### src/rtl/cdb_arbiter.sv
// cdb_arbiter: per-producer FIFOs (ALU, load/store) feeding one registered CDB broadcast.
// Define CDB_ARB_ALU_PRIO_EN for fixed ALU priority; the default is round-robin.
module cdb_arbiter #(
  parameter int FIFO_DEPTH = 4,
  parameter int PTR_WIDTH  = 2,
  parameter int DATA_WIDTH = 32,
  parameter int ROB_WIDTH  = 4
) (
  input  logic                  clk_in,
  input  logic                  rst_n_in,
  input  logic                  rdy_in,
  input  logic                  refresh_rob_cdb_in,
  input  logic                  rdy_a_in,
  input  logic [DATA_WIDTH-1:0] result_a_in,
  input  logic [ROB_WIDTH-1:0]  rob_id_a_in,
  output logic                  full_a_out,
  input  logic                  rdy_ls_in,
  input  logic [DATA_WIDTH-1:0] result_ls_in,
  input  logic [ROB_WIDTH-1:0]  rob_id_ls_in,
  output logic                  full_ls_out,
  output logic                  rdy_cdb_out,
  output logic [DATA_WIDTH-1:0] result_cdb_out,
  output logic [ROB_WIDTH-1:0]  rob_id_cdb_out,
  output logic                  src_cdb_out
);

  typedef enum logic {SRC_ALU = 1'b0, SRC_LS = 1'b1} src_t;

  localparam logic [PTR_WIDTH:0]   DEPTH   = (PTR_WIDTH+1)'(FIFO_DEPTH);
  localparam logic [PTR_WIDTH:0]   CNT_ONE = (PTR_WIDTH+1)'(1);
  localparam logic [PTR_WIDTH-1:0] PTR_ONE = PTR_WIDTH'(1);

  logic                  take;
  logic                  flush;
  logic                  grant_valid;
  src_t                  gsel;
  logic [1:0]            nonempty;
  logic [1:0]            full;
  logic                  push_req [2];
  logic [DATA_WIDTH-1:0] in_data  [2];
  logic [ROB_WIDTH-1:0]  in_tag   [2];
  logic [DATA_WIDTH-1:0] head_data[2];
  logic [ROB_WIDTH-1:0]  head_tag [2];

  assign flush = rdy_in & refresh_rob_cdb_in;
  assign take  = rdy_in & ~refresh_rob_cdb_in;

  assign push_req[0] = rdy_a_in;
  assign in_data[0]  = result_a_in;
  assign in_tag[0]   = rob_id_a_in;
  assign push_req[1] = rdy_ls_in;
  assign in_data[1]  = result_ls_in;
  assign in_tag[1]   = rob_id_ls_in;

  assign full_a_out  = full[0];
  assign full_ls_out = full[1];

  for (genvar s = 0; s < 2; s++) begin : g_fifo
    logic [DATA_WIDTH-1:0] mem_data [FIFO_DEPTH];
    logic [ROB_WIDTH-1:0]  mem_tag  [FIFO_DEPTH];
    logic [PTR_WIDTH-1:0]  head;
    logic [PTR_WIDTH-1:0]  tail;
    logic [PTR_WIDTH:0]    count;
    logic                  push;
    logic                  pop;

    // Fullness uses the pre-edge count, so a push while full is lost even if this edge pops.
    assign push = take & push_req[s] & (count != DEPTH) & (in_tag[s] != '0);
    assign pop  = take & grant_valid & (gsel == src_t'(s));

    assign full[s]      = (count == DEPTH);
    assign nonempty[s]  = (count != '0);
    assign head_data[s] = mem_data[head];
    assign head_tag[s]  = mem_tag[head];

    always_ff @(posedge clk_in) begin
      if (push) begin
        mem_data[tail] <= in_data[s];
        mem_tag[tail]  <= in_tag[s];
      end
    end

    always_ff @(posedge clk_in or negedge rst_n_in) begin
      if (!rst_n_in) begin
        head  <= '0;
        tail  <= '0;
        count <= '0;
      end else if (flush) begin
        head  <= '0;
        tail  <= '0;
        count <= '0;
      end else begin
        if (push) tail <= tail + PTR_ONE;
        if (pop)  head <= head + PTR_ONE;
        case ({push, pop})
          2'b10:   count <= count + CNT_ONE;
          2'b01:   count <= count - CNT_ONE;
          default: ;
        endcase
      end
    end
  end

`ifndef CDB_ARB_ALU_PRIO_EN
  src_t last_grant;

  always_ff @(posedge clk_in or negedge rst_n_in) begin
    if (!rst_n_in)                last_grant <= SRC_LS;
    else if (take && grant_valid) last_grant <= gsel;
  end
`endif

  always_comb begin
    grant_valid = nonempty[0] | nonempty[1];
    gsel        = SRC_ALU;
    if (nonempty[0] && nonempty[1]) begin
`ifdef CDB_ARB_ALU_PRIO_EN
      gsel = SRC_ALU;
`else
      gsel = (last_grant == SRC_LS) ? SRC_ALU : SRC_LS;
`endif
    end else if (!nonempty[0]) begin
      gsel = SRC_LS;
    end
  end

  always_ff @(posedge clk_in or negedge rst_n_in) begin
    if (!rst_n_in) begin
      rdy_cdb_out    <= 1'b0;
      result_cdb_out <= '0;
      rob_id_cdb_out <= '0;
      src_cdb_out    <= SRC_ALU;
    end else if (rdy_in) begin
      if (refresh_rob_cdb_in) begin
        rdy_cdb_out <= 1'b0;
      end else if (grant_valid) begin
        rdy_cdb_out    <= 1'b1;
        result_cdb_out <= head_data[gsel];
        rob_id_cdb_out <= head_tag[gsel];
        src_cdb_out    <= gsel;
      end else begin
        rdy_cdb_out <= 1'b0;
      end
    end
  end

endmodule

### config.mk
export PLATFORM = sky130hd
export DESIGN_NAME = cdb_arbiter
export DESIGN_NICKNAME = d
export VERILOG_FILES = /design/src/rtl/cdb_arbiter.sv
export SDC_FILE = /design/constraint.sdc
export NUM_CORES = 1
export LEC_CHECK = 0
export CAP_MARGIN = 20
export CORE_MARGIN = 1.5
export CORE_UTILIZATION = 40
export CTS_CLUSTER_SIZE = 40
export DETAILED_ROUTE_END_ITERATION = 8
export PLACE_DENSITY = 0.72
export SETUP_SLACK_MARGIN = 0.2
export SLEW_MARGIN = 25
export SYNTH_ARGS = -nofsm -noshare
export SYNTH_HDL_FRONTEND = slang
export SYNTH_SLANG_ARGS = --single-unit
### constraint.sdc
create_clock -name clk_in -period 2.47 [get_ports clk_in]
set_input_delay 0.494 -clock clk_in [delete_from_list [all_inputs] [get_ports clk_in]]
set_output_delay 0.494 -clock clk_in [all_outputs]
set_load 0.1 [all_outputs]
==> results of run 1 <==
-- per-stage QoR --
step	setup TNS, ns	cell area (µm²)	std cells
floorplan	-0.3091	13010	646
global placement	-25.85	15130	1186
detailed placement	-31.09	15130	1186
CTS	0	16330	1251
global route	0	16340	1251
finish	0	16350	1253
-- cell usage after synthesis, types with 4 or more instances --
master and n:
a22oi_1 36, ha_1 8, clkbuf_1 14, nand2_1 80, buf_2 15, mux4_2 72
mux2i_1 4, nor2_1 8, xnor2_1 6, edfxtp_1 288, and2_1 9, inv_1 12
o21ai_0 4, nand3_1 5, dfrtp_1 52
-- per-layer routing --
metal | up-vias | share of wire [%]
li1 | 2929 | -
met1 | 3462 | 44
met2 | 224 | 48
met3 | 40 | 6.4
met4 | 2 | 1.6
met5 | - | 0.042
-- power by group --
part | leakage [nW] | internal (mW) | switching (mW)
combinational | 1.83 | 1.93 | 3.77
clock | 0.581 | 3.26 | 2.14
sequential | 3.26 | 6.81 | 0.579
total | 5.67 | 12.0 | 6.50
-- kinds of logic (layout without fill, tap and decap cells) --
logic type	Yosys count	count (layout)	synth area share, %
xor+xnor	8	8	0.5408
simple gates	117	117	4.046
buf+inv	44	247	1.564
compound gates	50	50	2.945
other cells	0	2	0
mux	76	76	12.82
flops	341	341	77.00
fa+ha+maj	10	10	1.082
-- worst max-delay path: stages, from the launching register on --
cell	delay [ns]
dfrtp_1	0.43
or3_4	0.45
a2111oi_4	0.39
buf_4	0.35
buf_4	0.32
a22oi_1	0.13
nand2_1	0.08
-- worst min path at each step --
stage / from / end / slack [ns] / cells past startpoint
after CTS: rst_n_in / result_cdb_out[0]$_DFFE_PN0P_ / 0.11 / 1
after global routing: rst_n_in / rob_id_cdb_out[1]$_DFFE_PN0P_ / 0.14 / 1
final: rst_n_in / rob_id_cdb_out[1]$_DFFE_PN0P_ / 0.09 / 1
after detailed placement: result_cdb_out[14]$_DFFE_PN0P_ / result_cdb_out[14]$_DFFE_PN0P_ / 0.46 / 2
after global placement: result_cdb_out[19]$_DFFE_PN0P_ / result_cdb_out[19]$_DFFE_PN0P_ / 0.45 / 2
after floorplan: rst_n_in / g_fifo[0].count[0]$_DFFE_PN0P_ / 0.20 / 0
-- repair_timing --
action	4_1_cts	5_1_grt
gates resized for setup	0	2
hold buffers	0	0
endpoints found under the setup margin	0	160
-- registers in the layout, summed over array words and instances, names as in the netlist --
name / flops
last_grant: 1
g_fifo.mem_data: 256
result_cdb_out: 32
rdy_cdb_out: 1
rob_id_cdb_out: 4
g_fifo.head: 4
g_fifo.mem_tag: 32
g_fifo.tail: 4
src_cdb_out: 1
g_fifo.count: 6
-- placed cells by master, fill, tap and decap left out, types with 8 or more instances in the layout --
cell type / Yosys / final
buf_12: 0 / 23
clkbuf_16: 0 / 36
nor2_1: 8 / 8
mux4_2: 72 / 72
inv_1: 12 / 12
nand2_1: 80 / 80
edfxtp_1: 288 / 288
dfrtp_1: 52 / 47
buf_4: 1 / 71
a22oi_1: 36 / 36
clkdlybuf4s50_1: 0 / 76
ha_1: 8 / 8
-- layout make-up --
cell class                 count  area share, %
sequential                   341          61.10
multi-input combinational    261          17.43
timing repair buffer         170          10.73
clock buffer                  40          5.726
tap                          402          3.077
clock inverter                25          1.630
inverter                      12         0.2756
antenna                        2        0.03062
==> reports/summary.txt, run 1 <==
Setup crit start kind -> register
Final Skew -> 0.02255 ns
Post-route DRC -> 0
Post-CTS setup buffer count -> 0
Synth Flop Type -> edfxtp_1
Total gr overflow -> 0
Worst Tran Pin Value -> 0.8370 ns
Root Buffer Master -> clkbuf_16
Antenna viol nets, final -> 0
Part of the Yosys area used for sequential elements -> 77.00%
Largest net degree at the start of global routing -> 54
Die Area -> 33,480 µm²
Number of DRC markers in iteration 0 -> 631
Cell taking the most area after synthesis -> edfxtp_1
Initial antenna violation count -> 3
Final min period -> 2.241 ns
Fillers -> 2,521
Post-synth EDFFs -> 288
Worst hold path type -> in -> async
Clock sinks -> 341
Fin Hold WS -> 0.08567 ns
Met1 usage -> 24.60%
Top post-synthesis cells by area -> edfxtp_1 67%, mux4_2 13%, dfrtp_1 10%, nand2_1 2.3%, a22oi_1 2.1%
Worst reg-to-reg path cell count -> 6
Total of max-cap violations -> 0
Total Routing Usage GR -> 17.44%
Hpwl dp -> 18.11 mm
# nets final -> 910
Final period util -> 90.72%
Crit path capture -> result_cdb_out[29]$_DFFE_PN0P_
CP Launch Point -> g_fifo[0].count[1]$_DFFE_PN0P_
Arrival time worst endpoint -> 2.68 ns
Clk buf depth -> 3
# IOs -> 118
Post-Syn Area per Cell -> 20.06 µm²
Met2 Use GR -> 28.14%
Synth Warn # -> 0
FF-to-FF Start -> g_fifo[0].count[1]$_DFFE_PN0P_
Pwr Density -> 1132 nW/µm²
Met3 GRT Util -> 3.435%
Yosys top cell area share -> 66.75%
Fmax -> 446.3 MHz
Final core utilization -> 51.53%
R2r endpoint -> result_cdb_out[29]$_DFFE_PN0P_
Via count -> 6,657
Post-Syn Area -> 12,960 µm²
Port bufs -> 117
Detailed-router iteration count before antenna repair -> 7
Flop2flop setup slack -> 0.23 ns
Asr flop ratio synth -> 15.54%
WL final -> 28.27 mm
Gp weighted congestion -> 0.8180
WL/cell -> 22.57 µm
Max FO, Critical Path -> 16
Layout cells sized above 1 -> 29.09%
Starting Density -> 40.85%
Yosys reg bits -> 341
Die height -> 183.0 µm
Area occupied by multi-input gates -> 2849 µm²
Status -> completed
CTS tree -> built
Fin worst setup slack -> 0.2293 ns
Clk pin slew, worst setup/hold paths -> 0.06 ns
First-pass GRT wire length -> 43.16 mm
# rows -> 65
Worst VDD drop -> 0.0007529 V
Sequential cell area -> 9987 µm²
Vias in the first global route -> 7,150
CP Capture Type -> register
Hold Fails Final Rpt -> 0
Core area -> 31,720 µm²
Unrepaired setup endpoints after global routing -> true
Mapped Cells -> 646
Syn nets -> 734
Leak -> 5.665 nW
CTS Buf Count -> 36
Gr busiest metal -> met2
Total power after layout -> 18.50 mW
Pre-CTS setup slack -> -0.2636 ns
CP Data Required Time -> 2.91 ns
H-tree levels -> 2
Crit path kind -> reg -> reg
Setup Viol. Count Final -> 0
Chip width -> 183.0 µm
Final Max Tran Viols -> 0
Post-synth cell types -> 40
Slew HR -> 44.20%
Area delta synth->final -> 26.16%
Worst-Skew Late Latency -> 0.52 ns
Vias per cell -> 5.313
Power figures use the tool's default switching activity.
==> run 2: changes to the inputs <==
--- a/config.mk
+++ b/config.mk
@@ -5,6 +5,7 @@
 export SDC_FILE = /design/constraint.sdc
 export NUM_CORES = 1
 export LEC_CHECK = 0
+export ABC_CLOCK_PERIOD_IN_PS = 2470
 export CAP_MARGIN = 20
 export CORE_MARGIN = 1.5
 export CORE_UTILIZATION = 40
==> results of run 2 <==
Final layout, timing and power as in run 1 (identical DEF).
==> run 3: changes to the inputs <==
--- a/config.mk
+++ b/config.mk
@@ -11,7 +11,6 @@
 export CORE_UTILIZATION = 40
 export CTS_CLUSTER_SIZE = 40
 export DETAILED_ROUTE_END_ITERATION = 8
-export PLACE_DENSITY = 0.72
 export SETUP_SLACK_MARGIN = 0.2
 export SLEW_MARGIN = 25
 export SYNTH_ARGS = -nofsm -noshare
==> reports/summary.txt, run 3 (synthesis gave the netlist of run 1 again) <==
Status -> completed (unchanged)
Starting Density -> 40.85% (unchanged)
# rows -> 65 (unchanged)
Setup Viol. Count Final -> 0 (unchanged)
Total Routing Usage GR -> 16.81% (was 17.44%)
Clock sinks -> 341 (unchanged)
Gp weighted congestion -> 0.7705 (was 0.8180)
Arrival time worst endpoint -> 2.39 ns (was 2.68 ns)
Port bufs -> 117 (unchanged)
Largest net degree at the start of global routing -> 54 (unchanged)
Pwr Density -> 1126 nW/µm² (was 1132 nW/µm²)
Final period util -> 88.90% (was 90.72%)
Die Area -> 33,480 µm² (unchanged)
Unrepaired setup endpoints after global routing -> false (was true)
Hpwl dp -> 17.65 mm (was 18.11 mm)
Core area -> 31,720 µm² (unchanged)
Worst VDD drop -> 0.0009850 V (was 0.0007529 V)
Crit path capture -> g_fifo[0].mem_data[3][8]$_DFFE_PP_ (was result_cdb_out[29]$_DFFE_PN0P_)
DP Area -> 15,030 µm² (was 15,130 µm²)
Total gr overflow -> 0 (unchanged)
Final Skew -> 0.01639 ns (was 0.02255 ns)
WL/cell -> 21.82 µm (was 22.57 µm)
CP Capture Type -> register (unchanged)
Post-route DRC -> 0 (unchanged)
Final Max Tran Viols -> 0 (unchanged)
Leak -> 5.620 nW (was 5.665 nW)
Top Registers -> g_fifo.mem_data (256), g_fifo.mem_tag (32), result_cdb_out (32) (unchanged)
Clk buf depth -> 3 (unchanged)
Worst-Skew Late Latency -> 0.51 ns (was 0.52 ns)
Antenna viol nets, final -> 0 (unchanged)
WL final -> 27.26 mm (was 28.27 mm)
# nets final -> 909 (was 910)
Most frequent cells in the layout -> 288 x edfxtp_1, 80 x nand2_1, 76 x clkdlybuf4s50_1, 76 x buf_4, 72 x mux4_2 (was 288 x edfxtp_1, 80 x nand2_1, 76 x clkdlybuf4s50_1)
Chip width -> 183.0 µm (unchanged)
CTS tree -> built (unchanged)
Fin Hold WS -> 0.07915 ns (was 0.08567 ns)
FF-to-FF Start -> g_fifo[0].count[0]$_DFFE_PN0P_ (was g_fifo[0].count[1]$_DFFE_PN0P_)
R2r endpoint -> g_fifo[0].count[2]$_DFFE_PN0P_ (was result_cdb_out[29]$_DFFE_PN0P_)
Via count -> 6,577 (was 6,657)
# IOs -> 118 (unchanged)
Final min period -> 2.196 ns (was 2.241 ns)
Max FO, Critical Path -> 11 (was 16)
Worst reg-to-reg path cell count -> 9 (was 6)
Slew HR -> 46.02% (was 44.20%)
Design Area, Final -> 16,220 µm² (was 16,350 µm²)
Total of max-cap violations -> 0 (unchanged)
Die height -> 183.0 µm (unchanged)
CP Launch Point -> rdy_in (was g_fifo[0].count[1]$_DFFE_PN0P_)
Setup TNS -> 0 ns (unchanged)
First-pass GRT wire length -> 41.88 mm (was 43.16 mm)
Detailed-router iteration count before antenna repair -> 5 (was 7)
CP Data Required Time -> 2.66 ns (was 2.91 ns)
Commonest non-fill, non-tap cell in the layout -> edfxtp_1 (unchanged)
Root Buffer Master -> clkbuf_16 (unchanged)
Fmax -> 455.4 MHz (was 446.3 MHz)
Final core utilization -> 51.14% (was 51.53%)
Flop2flop setup slack -> 0.30 ns (was 0.23 ns)
Layout cells sized above 1 -> 29.08% (was 29.09%)
Setup crit start kind -> input pin (was register)
Biggest register -> g_fifo.mem_data (unchanged)
Crit path kind -> in -> reg (was reg -> reg)
Hold Fails Final Rpt -> 0 (unchanged)
Initial antenna violation count -> 1 (was 3)
Vias in the first global route -> 7,107 (was 7,150)
Worst hold path type -> in -> async (unchanged)
Largest register FFs -> 256 (unchanged)
Area delta synth->final -> 25.21% (was 26.16%)
Vias per cell -> 5.266 (was 5.313)
H-tree levels -> 2 (unchanged)
Number of DRC markers in iteration 0 -> 553 (was 631)
Worst Tran Pin Value -> 0.8097 ns (was 0.8370 ns)
Clk pin slew, worst setup/hold paths -> 0.06 ns (about the same)
CTS Buf Count -> 36 (unchanged)
[run 3: changes by cell type in the layout (fill, tap and decap cells not counted), sizes merged]
cell      before  now
clkbuf        40   50
clkinv        15    8
bufinv         5    2
clkinvlp       4    2
buf           94   93
diode          2    1
[run 3: critical path, stage by stage]
cell and delay (ns):
clkdlybuf4s50_1 0.50, nor2b_1 0.19, buf_4 0.16, nor4bb_1 0.27
buf_4 0.17, buf_4 0.16, and2_2 0.20, buf_4 0.23
[run 3: worst min path at each step]
stage / from / to / slack, ns / cells after the start
2_1_floorplan: rst_n_in / g_fifo[0].count[0]$_DFFE_PN0P_ / 0.20 / 0
6_report: rst_n_in / rob_id_cdb_out[2]$_DFFE_PN0P_ / 0.08 / 1
3_5_place_dp: result_cdb_out[17]$_DFFE_PN0P_ / result_cdb_out[17]$_DFFE_PN0P_ / 0.46 / 2
5_1_grt: rst_n_in / result_cdb_out[30]$_DFFE_PN0P_ / 0.14 / 1
3_3_place_gp: result_cdb_out[19]$_DFFE_PN0P_ / result_cdb_out[19]$_DFFE_PN0P_ / 0.45 / 2
4_1_cts: rst_n_in / result_cdb_out[30]$_DFFE_PN0P_ / 0.10 / 1
[run 3: routing by layer]
layer  vias up  global-route usage, %  part of all wire (%)
li1       2918                      -                     -
met1      3436                  22.62                    43
met2       179                  28.17                    50
met3        42                  3.237                   5.6
met4         2                  4.525                   1.8
met5         -                      0                 0.048
[run 3: layout make-up]
type,count,area [µm²]
clock inverter,13,131.4
sequential,341,9990
multi-input combinational,261,2855
fill,2568,15500
tap,402,503.0
clock buffer,50,1023
timing repair buffer,169,1672
inverter,12,45.04
antenna,1,2.502
[run 3: report_power, final]
part	total [mW]	internal, mW	switching [mW]
sequential	7.33	6.82	0.514
combinational	5.75	1.95	3.80
clock	5.18	3.11	2.08
[run 3: what timing repair did]
| item | in CTS | in global routing |
|---|---|---|
| setup buffers | 0 | 2 |
| hold buffers | 0 | 0 |
| setup endpoints to repair | 0 | 6 |
| resized for setup | 0 | 6 |
[run 3: stage by stage]
step,instances,worst slack [ns],power (mW)
floorplan,646,-0.2702,11.58
global placement,1183,-0.1841,13.14
detailed placement,1183,-0.2161,13.25
CTS,1246,0.2389,18.48
global route,1248,0.1991,19.04
finish,1249,0.2742,18.26
==> RTL edit 1 (flow settings as in run 3) <==
The parameter `PTR_WIDTH` goes from 2 to 1.
--- a/src/rtl/cdb_arbiter.sv
+++ b/src/rtl/cdb_arbiter.sv
@@ -2,7 +2,7 @@
 // Define CDB_ARB_ALU_PRIO_EN for fixed ALU priority; the default is round-robin.
 module cdb_arbiter #(
   parameter int FIFO_DEPTH = 4,
-  parameter int PTR_WIDTH  = 2,
+  parameter int PTR_WIDTH  = 1,
   parameter int DATA_WIDTH = 32,
   parameter int ROB_WIDTH  = 4
 ) (
Function: changed (a bounded check fails within 4 cycles, from zero or initial values and one cycle with rst_n_in low).
==> RTL edit 1 against run 3 <==
  * Wire length shrank 45%
  * Area after synthesis shrank 45%
  * Sequential power shrank 42%
  * Synthesized cell count shrank 37%
  * Cell area shrank 42%
  * Total power shrank 37%
  * Sequential cell count shrank 150
  * Worst setup slack gained 250 ps
  * Clock skew shrank 3.2 ps
  * Highest routed layer is now met4
==> RTL edit 1: results (changes against run 3) <==
| Metric | Value |
|---|---|
| Status | `complete, no violations (unchanged)` |
| Leakage Power | `3.34 nW (was 5.62 nW)` |
| Max Root-Sink Buffers | `2 (was 3)` |
| CTS buffer count | `17 (was 36)` |
| Post-synthesis adder-cell area fraction | `0% (was 1.08%)` |
| Inst Count DP | `746 (was 1183)` |
| Crit path DAT | `2070 ps (was 2390 ps)` |
| GPL Wtd Cong | `0.727 (was 0.771)` |
| Register area share after synthesis | `77.2% (was 77.0%)` |
| Clk_skew | `13.2 ps (was 16.4 ps)` |
| Largest registers | `g_fifo.mem_data: 128 flops, result_cdb_out: 32 flops, g_fifo.mem_tag: 16 flops (was g_fifo.mem_data: 256 flops, g_fifo.mem_tag: 32 flops, result_cdb_out: 32 flops)` |
| Layout net count | `618 (was 909)` |
| CP max FO | `19 (was 11)` |
| Via count | `3978 (was 6577)` |
| Clk_lat worst skew | `430 ps (was 510 ps)` |
| Largest net degree at the start of global routing | `48 (was 54)` |
| Post-synthesis mux area share | `10.7% (was 12.8%)` |
| Complex-gate fraction of the synthesized area | `5.55% (was 2.95%)` |
| H-tree depth | `4 (was 2)` |
| Drt wl/cell | `19.4 um (was 21.8 um)` |
| Post-synthesis net count | `482 (was 734)` |
| Most frequent cells after synthesis | `144 x edfxtp_1, 75 x mux2i_1, 46 x dfrtp_1 (was 288 x edfxtp_1, 80 x nand2_1, 72 x mux4_2)` |
| Post-place setup slack | `92.0 ps (was -216 ps)` |
| Number of global-route vias before repair | `4139 (was 7107)` |
| Fraction of layout cells with a size suffix above 1 | `19.7% (was 29.1%)` |
| Total iterations of the first detailed-routing run | `7 (was 5)` |
| Post-Synthesis Cells | `404 (was 646)` |
| Maximum vdd drop | `841 uV (was 985 uV)` |
| Async set-reset flop share out of synthesis | `24.6% (was 15.5%)` |
| Post-Synth XOR/XNOR Area | `0.615% (was 0.541%)` |
| Max incr delay on CP | `600 ps (was 500 ps)` |
| Slew HR | `52.8% (was 46.0%)` |
| Dpl cell area | `8690 um^2 (was 15000 um^2)` |
| Post-route cell area | `9330 um^2 (was 16200 um^2)` |
| Post-synth EDFFs | `144 (was 288)` |
| Synth unique cells | `33 (was 40)` |
| Top-area cell type share of the netlist area | `60.7% (was 66.8%)` |
| HPWL after DPL | `9970 um (was 17700 um)` |
## RTL edit 1: routing by layer
layer,vias to the layer above,routed length (um),track usage (%)
met1,2010,6410,22.3
met3,5,685,3.73
li1,1852,-,-
met5,-,0,0
met2,111,7960,29.6
met4,0,61,6.56
## RTL edit 1: cell type report
class	count	share of cell area [%]
Sequential cell	191	59.0
Multi-Input combinational cell	190	16.6
Antenna cell	1	0.0268
Clock buffer	18	4.60
Inverter	3	0.121
Timing Repair Buffer	137	14.4
Clock inverter	14	2.23
Tap cell	225	3.02
## RTL edit 1: report_power, final
group          internal (mW)  switching [mW]  total (mW)  leakage, nW
Clock                   1.72            1.19        2.91        0.309
Combinational           1.11            3.20        4.32         1.15
Sequential              3.92           0.327        4.25         1.89
Total                   6.75            4.72        11.5         3.34
## RTL edit 1: kinds of logic (layout without fill, tap and decap cells)
logic type	count (synthesis)	count (layout)
compound gates	48	48
mux	76	76
simple gates	61	61
other cells	0	1
flops	191	191
buf+inv	23	172
xor+xnor	5	5
## RTL edit 1: worst max-delay path, delay by kind of cell
family        cells  cell delay (ps)
simple gates      3              760
buf+inv           2              800
## RTL edit 1: worst paths after layout
check                                    from                        end  slack [ps]
setup / recovery                       rdy_in  g_fifo[1].mem_data[0][24]         530
hold / removal                       rst_n_in         result_cdb_out[26]         190
setup reg to reg           g_fifo[0].count[0]  g_fifo[0].mem_data[0][13]         760
hold reg to reg             result_cdb_out[4]          result_cdb_out[4]         490
max in group asynchronous            rst_n_in             g_fifo[0].head        1760
min in group clk_in         result_cdb_out[4]          result_cdb_out[4]         490
==> RTL edit 2 (settings of run 3) <==
Made on the original files. Reset style: synchronous (`rst_n_in`), changed in 3 clocked blocks.
--- a/src/rtl/cdb_arbiter.sv
+++ b/src/rtl/cdb_arbiter.sv
@@ -80,7 +80,7 @@
       end
     end
 
-    always_ff @(posedge clk_in or negedge rst_n_in) begin
+    always_ff @(posedge clk_in) begin
       if (!rst_n_in) begin
         head  <= '0;
         tail  <= '0;
@@ -104,7 +104,7 @@
 `ifndef CDB_ARB_ALU_PRIO_EN
   src_t last_grant;
 
-  always_ff @(posedge clk_in or negedge rst_n_in) begin
+  always_ff @(posedge clk_in) begin
     if (!rst_n_in)                last_grant <= SRC_LS;
     else if (take && grant_valid) last_grant <= gsel;
   end
@@ -124,7 +124,7 @@
     end
   end
 
-  always_ff @(posedge clk_in or negedge rst_n_in) begin
+  always_ff @(posedge clk_in) begin
     if (!rst_n_in) begin
       rdy_cdb_out    <= 1'b0;
       result_cdb_out <= '0;
Check against the original RTL: differs if rst_n_in is asserted again (counterexample within 4 cycles, from zero or initial values and one cycle with rst_n_in low); with rst_n_in held inactive, the same outputs for 4 cycles.
==> RTL edit 2 against run 3 <==
  * Count of clock-buffer cells in the layout increased by 1
  * Cell area decreased by 1.1%
  * Register-to-register slack lost 110 ps
  * Via count grew 0.38%
  * Highest routed layer unchanged
  * Worst setup slack worse by 84 ps
  * Sequential cell count increased by 4
  * Wire length is 3.4% higher
  * Area after synthesis fell by 0.53%
Power is not compared: it rests on default switching activity, and its combinational part moved more than twofold at a synthesized area within 25%.
==> RTL edit 2: results (changes against run 3) <==
| Metric | Value |
|---|---|
| R2R setup slack | `190 ps (was 300 ps)` |
| Slew HR | `56.5% (was 46.0%)` |
| Dpl cell area | `14900 um^2 (was 15000 um^2)` |
| Status | `complete, no violations (unchanged)` |
| Type of origin of the critical path | `register (was input pin)` |
| HPWL after DPL | `17500 um (was 17700 um)` |
| Mean post-synth cell area | `20.8 um^2 (was 20.1 um^2)` |
| Largest net degree at the start of global routing | `41 (was 54)` |
| R2R Path Start | `g_fifo[1].count[0] (was g_fifo[0].count[0])` |
| Fill count | `2495 (was 2568)` |
| Layout net count | `884 (was 909)` |
| Async set-reset flop share out of synthesis | `0% (was 15.5%)` |
| CP Capture Point | `g_fifo[0].count[2] (was g_fifo[0].mem_data[3][8])` |
| Register-to-Register Path Depth | `8 (was 9)` |
| Max incr delay on CP | `400 ps (was 500 ps)` |
| CP max FO | `2 (was 11)` |
| Final min period | `2280 ps (was 2200 ps)` |
| Inst Count DP | `1153 (was 1183)` |
| Post-place setup slack | `-321 ps (was -216 ps)` |
| Crit path DAT | `2700 ps (was 2390 ps)` |
| Synth unique cells | `38 (was 40)` |
| Metal1 wirelength | `11600 um (was 11700 um)` |
| Wire length on met2 | `14500 um (was 13500 um)` |
| GR Util met2 | `30.2% (was 28.2%)` |
| Top-area cell type share of the netlist area | `67.1% (was 66.8%)` |
| Slowest CP cell | `or3_4 (was clkdlybuf4s50_1)` |
[RTL edit 2: where the power goes]
| group | switching (mW) | internal [mW] |
|---|---|---|
| clock network | 2.07 | 2.95 |
| registers | 0.0307 | 6.37 |
| logic | 0.335 | 0.264 |
| total | 2.44 | 9.58 |
[RTL edit 2: what timing repair did]
action	CTS	global route
setup buffers	3	1
pin swaps	5	4
endpoints found under the setup margin	1	4
gates resized for setup	1	5
hold buffers	0	0
[RTL edit 2: how the worst min path moves through the flow]
stage,from,end,slack (ps),depth (start not counted)
final,rst_n_in,last_grant,370,2
after CTS,rst_n_in,last_grant,360,2
after detailed placement,last_grant,last_grant,460,2
after global routing,rst_n_in,last_grant,390,2
after global placement,last_grant,last_grant,450,2
after floorplan,last_grant,last_grant,440,2
[RTL edit 2: worst max-delay path, delay by kind of cell (launching register included)]
kind	cells	cell delay, ps
AND/OR/NAND/NOR	2	700
flip-flops	1	340
XOR/XNOR	1	150
AO/OA/AOI/OAI	2	400
adder cells (fa/ha/maj)	2	560
buffers and inverters	1	40
[RTL edit 2: cell type report]
cell class              instances  area, um^2  area share (%)
repair buffers                168        1650            10.3
flip-flops and latches        345        9810            61.2
clock buffers                  51        1010            6.29
multi-input cells             227        2920            18.2
well taps                     402         503            3.14
inverters                      15        56.3           0.351
clock inverters                14        90.1           0.562
[RTL edit 2: logic make-up (layout without fill, tap and decap cells)]
group           Yosys count  in the layout  synth area share (%)
flops                   345            345                  76.0
simple gates             81             81                  3.85
compound gates           52             52                  3.76
mux                      74             74                  12.7
buf+inv                  47            248                  1.86
xor+xnor                  8              8                 0.544
fa+ha+maj                12             12                  1.28
